## config.mk

```make
export PLATFORM = sky130hd
export DESIGN_NAME = gpu_cmd_tx
export DESIGN_NICKNAME = d
export VERILOG_FILES = /design/src/rtl/gpu_cmd_tx.sv
export SDC_FILE = /design/constraint.sdc
export NUM_CORES = 1
export LEC_CHECK = 0
export ABC_AREA = 1
export BUFFER_PORTS_ARGS = -buffer_cell sky130_fd_sc_hd__buf_2
export CORE_ASPECT_RATIO = 0.5
export CORE_MARGIN = 2
export CORE_UTILIZATION = 40
export DETAILED_ROUTE_END_ITERATION = 8
export SLEW_MARGIN = 20
export SYNTH_ARGS = -nofsm -noshare
export SYNTH_HDL_FRONTEND = slang
export SYNTH_SLANG_ARGS = --single-unit
```

## constraint.sdc

```tcl
create_clock -name clk -period 1.62 [get_ports clk]
set_input_delay 0.324 -clock clk [delete_from_list [all_inputs] [get_ports clk]]
set_output_delay 0.324 -clock clk [all_outputs]
set_load 0.05 [all_outputs]
```

## src/rtl/gpu_cmd_tx.sv

```systemverilog
// rtl/gpu_cmd_tx.sv - GPU command bus transmitter: splits commands into opcode/data beats
// Optional command FIFO in front of the beat FSM, enabled by GPU_TX_CMD_FIFO_EN.
module gpu_cmd_tx #(
  parameter int GAP_CYCLES = 1,
  parameter int FIFO_DEPTH = 4
) (
  input  logic       clk,
  input  logic       rst,
  input  logic       cmd_valid,
  output logic       cmd_ready,
  input  logic [1:0] cmd_op,
  input  logic [7:0] cmd_byte,
  input  logic [9:0] cmd_x,
  input  logic [8:0] cmd_y,
  output logic [1:0] interrupt_out,
  output logic [7:0] data_out,
  output logic       interrupt_enable_out,
  output logic       busy
);
  localparam logic [1:0] OP_MOVE    = 2'b01;
  localparam logic [1:0] OP_DISPLAY = 2'b10;
  localparam int GW = (GAP_CYCLES > 1) ? $clog2(GAP_CYCLES) : 1;
  localparam logic [GW-1:0] GAP_LAST = GW'(GAP_CYCLES - 1);

  typedef enum logic [1:0] {IDLE, BEAT, GAP} state_t;
  state_t state, state_nxt;

  logic       src_valid;
  logic [1:0] src_op;
  logic [7:0] src_byte;
  logic [9:0] src_x;
  logic [8:0] src_y;

  logic [9:0] xc;
  logic [8:0] yc;
  logic [7:0] nb0, nb1, nb2;
  logic [1:0] n_last;

  logic [7:0]    cur_b1, cur_b2;
  logic [1:0]    cur_last;
  logic [1:0]    beat_idx;
  logic [GW-1:0] gap_cnt;
  logic          beat_last, gap_last, load_cmd, next_beat;

  // Beat data for the command at the source, coordinates clamped to the screen
  always_comb begin
    xc     = (src_x > 10'd639) ? 10'd639 : src_x;
    yc     = (src_y > 9'd479) ? 9'd479 : src_y;
    nb0    = src_byte;
    nb1    = {yc[5:0], xc[9:8]};
    nb2    = {5'b0, yc[8:6]};
    n_last = 2'd0;
    case (src_op)
      OP_MOVE: begin
        nb0    = xc[7:0];
        n_last = 2'd2;
      end
      OP_DISPLAY: nb0 = 8'h00;
      default: ;
    endcase
  end

  assign beat_last = (beat_idx == cur_last);
  assign gap_last  = (gap_cnt == GAP_LAST);

  always_comb begin
    state_nxt = state;
    load_cmd  = 1'b0;
    next_beat = 1'b0;
    case (state)
      IDLE: begin
        if (src_valid) begin
          state_nxt = BEAT;
          load_cmd  = 1'b1;
        end
      end
      BEAT: begin
        if (GAP_CYCLES > 0) state_nxt = GAP;
        else if (!beat_last) next_beat = 1'b1;
        else if (src_valid) load_cmd = 1'b1;
        else state_nxt = IDLE;
      end
      GAP: begin
        if (gap_last) begin
          if (!beat_last) begin
            state_nxt = BEAT;
            next_beat = 1'b1;
          end else if (src_valid) begin
            state_nxt = BEAT;
            load_cmd  = 1'b1;
          end else begin
            state_nxt = IDLE;
          end
        end
      end
      default: state_nxt = IDLE;
    endcase
  end

  // Outputs are loaded only when a beat starts, so they hold through gaps and IDLE
  always_ff @(posedge clk) begin
    if (rst) begin
      state         <= IDLE;
      cur_b1        <= '0;
      cur_b2        <= '0;
      cur_last      <= '0;
      beat_idx      <= '0;
      gap_cnt       <= '0;
      interrupt_out <= '0;
      data_out      <= '0;
    end else begin
      state <= state_nxt;
      if (state == GAP) gap_cnt <= gap_cnt + 1'b1;
      else gap_cnt <= '0;
      if (load_cmd) begin
        cur_b1        <= nb1;
        cur_b2        <= nb2;
        cur_last      <= n_last;
        beat_idx      <= 2'd0;
        interrupt_out <= src_op;
        data_out      <= nb0;
      end else if (next_beat) begin
        beat_idx <= beat_idx + 2'd1;
        data_out <= (beat_idx == 2'd0) ? cur_b1 : cur_b2;
      end
    end
  end

  assign interrupt_enable_out = (state == BEAT);

`ifdef GPU_TX_CMD_FIFO_EN
  localparam int AW = $clog2(FIFO_DEPTH);
  logic [28:0] mem [FIFO_DEPTH];
  logic [AW:0] wr_ptr, rd_ptr;
  logic        full, empty, push;

  assign empty     = (wr_ptr == rd_ptr);
  assign full      = (wr_ptr[AW-1:0] == rd_ptr[AW-1:0]) && (wr_ptr[AW] != rd_ptr[AW]);
  assign cmd_ready = !rst && !full;
  assign push      = cmd_valid && cmd_ready;
  assign src_valid = !empty;
  assign {src_op, src_byte, src_x, src_y} = mem[rd_ptr[AW-1:0]];
  assign busy      = (state != IDLE) || !empty;

  always_ff @(posedge clk) begin
    if (push) mem[wr_ptr[AW-1:0]] <= {cmd_op, cmd_byte, cmd_x, cmd_y};
  end

  always_ff @(posedge clk) begin
    if (rst) begin
      wr_ptr <= '0;
      rd_ptr <= '0;
    end else begin
      if (push) wr_ptr <= wr_ptr + 1'b1;
      if (load_cmd) rd_ptr <= rd_ptr + 1'b1;
    end
  end
`else
  logic cmd_done;
  // Last cycle of the final beat (no gap) or of the final gap of the current command
  assign cmd_done  = ((state == BEAT) && beat_last && (GAP_CYCLES == 0)) ||
                     ((state == GAP) && gap_last && beat_last);
  assign cmd_ready = !rst && ((state == IDLE) || cmd_done);
  assign src_valid = cmd_valid;
  assign src_op    = cmd_op;
  assign src_byte  = cmd_byte;
  assign src_x     = cmd_x;
  assign src_y     = cmd_y;
  assign busy      = (state != IDLE);
`endif
endmodule

```

== Yosys cells after proc, flatten, opt, wreduce, memory -nomap -nowiden ==
Index checks and enable logic that the tools add are counted.

* Register bits: 28
* Input port bits: 32
* Output and inout bits: 13
* Logic and storage cells: 52

* $add $sub $neg: 2
* Magnitude comparators: 2
* Equality and inequality tests: 7
* Mux-type cells: 19
* Bitwise gates (word level): 2
* Reductions and logical operators: 12

{| class="wikitable"
|+ Operators with widths
! operator !! number
|-
| $mux W8 || 3
|-
| $pmux W8 S2 || 1
|-
| $gt A10 B10 Y1 const B || 1
|-
| $mux W10 || 1
|-
| $gt A9 B9 Y1 const B || 1
|-
| $mux W9 || 1
|-
| $mux W1 || 8
|-
| $mux W2 || 3
|-
| $pmux W2 S3 || 1
|-
| $eq A2 B1 Y1 const B || 2
|-
| $eq A2 B2 Y1 const B || 2
|-
| $logic_not A2 Y1 || 2
|-
| $ne A2 B2 Y1 const B || 2
|-
| $reduce_bool A2 Y1 || 2
|-
| $reduce_or A2 Y1 || 2
|-
| $logic_and A1 B1 Y1 || 3
|-
| $add A2 B1 Y2 const B || 1
|-
| $eq A2 B2 Y1 || 1
|-
| $not A1 Y1 || 2
|-
| $pmux W1 S2 || 1
|-
| $reduce_and A2 Y1 || 1
|-
| $add A1 B1 Y1 const B || 1
|-
| $logic_not A1 Y1 || 1
|-
| $logic_or A1 B1 Y1 || 1
|}

== Depth between registers and ports, before layout ==
* Word-level depth: 6
* Gate-level depth with buffers: 10
* Mapped depth without buffers: 10

== Worst setup path after synthesis ==
OpenSTA, ideal clock, no wires.

* Kind: reg-to-output
* Start point: register state[1]
* End point: output port cmd_ready
* Data arrival time: 1.563 ns
* Required time: 1.296 ns
* Path slack: -0.267 ns
* Cell stages (with the launch flop): 4
* Path buffers: 1
* Path through: dfxtp_1 -> or2_1 -> buf_4 -> a21oi_1

* Longest elaborated chain between the ends: 5
* Elaborated cells on any way between the ends: 6
* Classes of those cells: eq/ne: 1; reduce/logical: 5

{| class="wikitable"
|+ RTL lines
! item !! RTL line !! source
|-
| from (decl) || 26 || <nowiki>state_t state, state_nxt;</nowiki>
|-
| from (signal assigned) || 112 || <nowiki>state <= state_nxt;</nowiki>
|-
| $eq A2 B2 Y1 || 162 || <nowiki>((state == GAP) && gap_last && beat_last);</nowiki>
|-
| $logic_and A1 B1 Y1 (2 in a row) || 162 ||
|-
| $logic_or A1 B1 Y1 (*) || 163 || <nowiki>assign cmd_ready = !rst && ((state == IDLE) || cmd_done);</nowiki>
|-
| $logic_and A1 B1 Y1 (*) || 163 ||
|-
| to (decl) || 10 || <nowiki>output logic cmd_ready,</nowiki>
|}

Mark *: on every way between the ends. The rest lies on a longest branch, timed or not.

== Worst setup path in the final report ==
* Start point: register state[0]
* End point: output port cmd_ready

Same word-level chain as after synthesis.

==> reports/metrics.yaml <==
core_um2: 3547
synthMuxAreaShare_pct: 0
skew_ns: 0.005317
final_util_pct: 54.57
ctsRootBufferMaster: "clkbuf_8"
tightest_slew_ns: 0.4418
dr.pass1.iters: 4
cp.required_ns: 1.30
power.leakage_nw: 0.9776
drive_gt1_share_pct: 29.82
power_density_nw_per_um2: 835.7
avgViaCountPerCell: 4.742
ys_types: 28
die_w_um: 91.65
numPortBuffers: 44
post-dp-hpwl_um: 3040
area_growth_pct: 25.98
clk-insertion-delay-late_ns: 0.28
diodes: 0
synth_top_area_share_pct: 35.18
finalNetCount: 310
die_h_um: 47.83
critPathMaxFanout: 4
start_util_pct: 43.32
synth_top_family_by_area: "simple AND/OR/NAND/NOR gates"
min_from: "cmd_y[7]"
met1_usage_pct: 25.07
hold_violations: 0
grt-ovfl-total: 0
drt_wl_total_um: 3874
slowest_delay_ns: 0.35
hold_class: "in -> reg"
rsz0062_at_grt: "yes"
std_cell_rows: 15
wl_per_cell_um: 11.88
grt_pass1_wl_um: 6327
path_clk_slew_ns: 0.10
synth_compound_area_share_pct: 15.39
grt_start_max_net_pins: 26
slew_viol_final: 0
ir_drop_uv: 288.6
grt_pass1_vias: 1416
cts_tree: "yes"
r2r_start: "state[1]"
synthAdderAreaFrac_pct: 1.629
fin_hold_ws_ns: 0.3125
cts_sinks: 27
grt_use_total_pct: 19.17
clockBufferDepth: 2
setup_violations: 0
routabilityCongestion: 0.8126
synth-simple-area-share_pct: 35.59
critical_path_class: "reg -> out"
postSynthCellCount: 226
cp-startpoint: "state[0]"
end_kind: "output pin"
crit_chain: "inv_4 -> nand2_4 -> nor2_8 -> nand3_4 -> a21oi_2 -> buf_6"
period_share_pct: 97.54
synth_xor_area_share_pct: 0
ant_nets: 0
met2_usage_pct: 33.38
met3_usage_pct: 4.252
syn_area_um2: 1536
die_area_um2: 4383
crit_path_start_kind: "flop"
antenna_found_initial: 0
slew_headroom_pct: 70.35
avgSynthCellArea_um2: 6.799
period_needed_ns: 1.580
slowest_stage: "dfxtp_2"
synth_top_cell_by_area: "dfxtp_1"
routed-via-count: 1546
ys_seq_area_share_pct: 35.18
ys_warn_count: 0
synth_nets: 260
drv_cap: 0
status: "finished clean"
crit_arrival_ns: 1.26
post-route-drc-count: 0
grt.busiest_layer: "met2"
htree_levels: 1
cts_made_buffers: 3
ios: 45
synth.area.top_cells: "dfxtp_1, nand2_1, inv_1"
ys_ff_latch: 27
drt_iter0_markers: 65
fmax_ghz: 0.6328
==> critical path, delay by kind of cell, from the launching register on <==
kind | cells | cell delay [ns]
buffers and inverters | 2 | 0.24
AOI/OAI and AO/OA | 1 | 0.15
DFF | 1 | 0.35
and+or+nand+nor | 3 | 0.23
==> layout make-up <==
type / instances / area (um2)
inverter: 33 / 127.6
tap: 51 / 63.81
fill: 357 / 1612
sequential: 27 / 548.0
multi-input combinational: 157 / 833.3
clock inverter: 1 / 7.507
timing repair buffer: 54 / 314.1
clock buffer: 3 / 41.29
==> report_power, final <==
group | internal [mW] | switching, mW
registers | 0.710 | 0.0248
logic | 0.168 | 0.313
clock network | 0.175 | 0.226
total | 1.05 | 0.564
==> sequential cells by signal, indices dropped and copies added, names as in the netlist <==
name	cells
interrupt_out	2
cur_b1	8
state	2
cur_last	1
cur_b2	3
beat_idx	2
data_out	8
gap_cnt	1
==> cells by family after synthesis <==
logic type / count (synthesis)
AO/OA/AOI/OAI: 39
adder cells (fa/ha/maj): 2
buffers and inverters: 42
AND/OR/NAND/NOR: 116
flip-flops: 27
==> synth_stat cells, drive strengths merged <==
cell and n:
o211ai 6, nand4 1, or2 2, clkinv 1
dfxtp 27, clkbuf 3, nand3 21, nand2 73
a21oi 21, o2111ai 6, nor3 1, ha 2
nor2 18, inv 32, o21ai 6, buf 6
==> through the flow <==
stage	setup WS (ns)	cells	area, um2	setup TNS, ns	power [mW]
floorplan	0.04357	226	1540	0	1.085
global placement	0.1347	319	1827	0	1.203
detailed placement	0.07911	319	1827	0	1.212
CTS	-0.0006254	324	1906	-0.0006254	1.621
global route	-0.01914	326	1936	-0.01914	1.710
finish	0.03979	326	1936	0	1.618
==> cell usage in the layout (no fill, tap or decap), types with 2 or more instances in the layout <==
cell / n
a21oi_1: 18
a21oi_2: 2
buf_2: 43
buf_4: 9
clkbuf_8: 3
dfxtp_1: 23
dfxtp_2: 3
ha_1: 2
inv_1: 28
inv_2: 3
nand2_1: 67
nand2_2: 3
nand2_8: 2
nand3_1: 19
nor2_1: 16
o2111ai_1: 6
o211ai_1: 6
o21ai_0: 5
==> layer usage <==
metal	wire (um)	vias up	share of wire (%)
met3	167	4	4.3
met5	0	-	0
met4	27	0	0.70
met2	1693	34	44
li1	-	823	-
met1	1985	685	51
==> worst paths after layout <==
check	to	slack, ns	cells after the start
worst min register to register	cur_b2[0]	0.46	2
worst min-delay path	cur_b2[1]	0.31	3
worst max register to register	cur_b1[0]	0.13	7
worst max-delay path	cmd_ready	0.04	6
==> timing repair <==
item / 4_1_cts / 5_1_grt
pin swaps: 4 / 2
resized for setup: 10 / 4
setup buffers: 1 / 2
hold endpoints to repair: 0 / 0
setup endpoints to repair: 2 / 1
hold buffers: 0 / 0
Note: power is estimated with default switching activity, not from simulation.
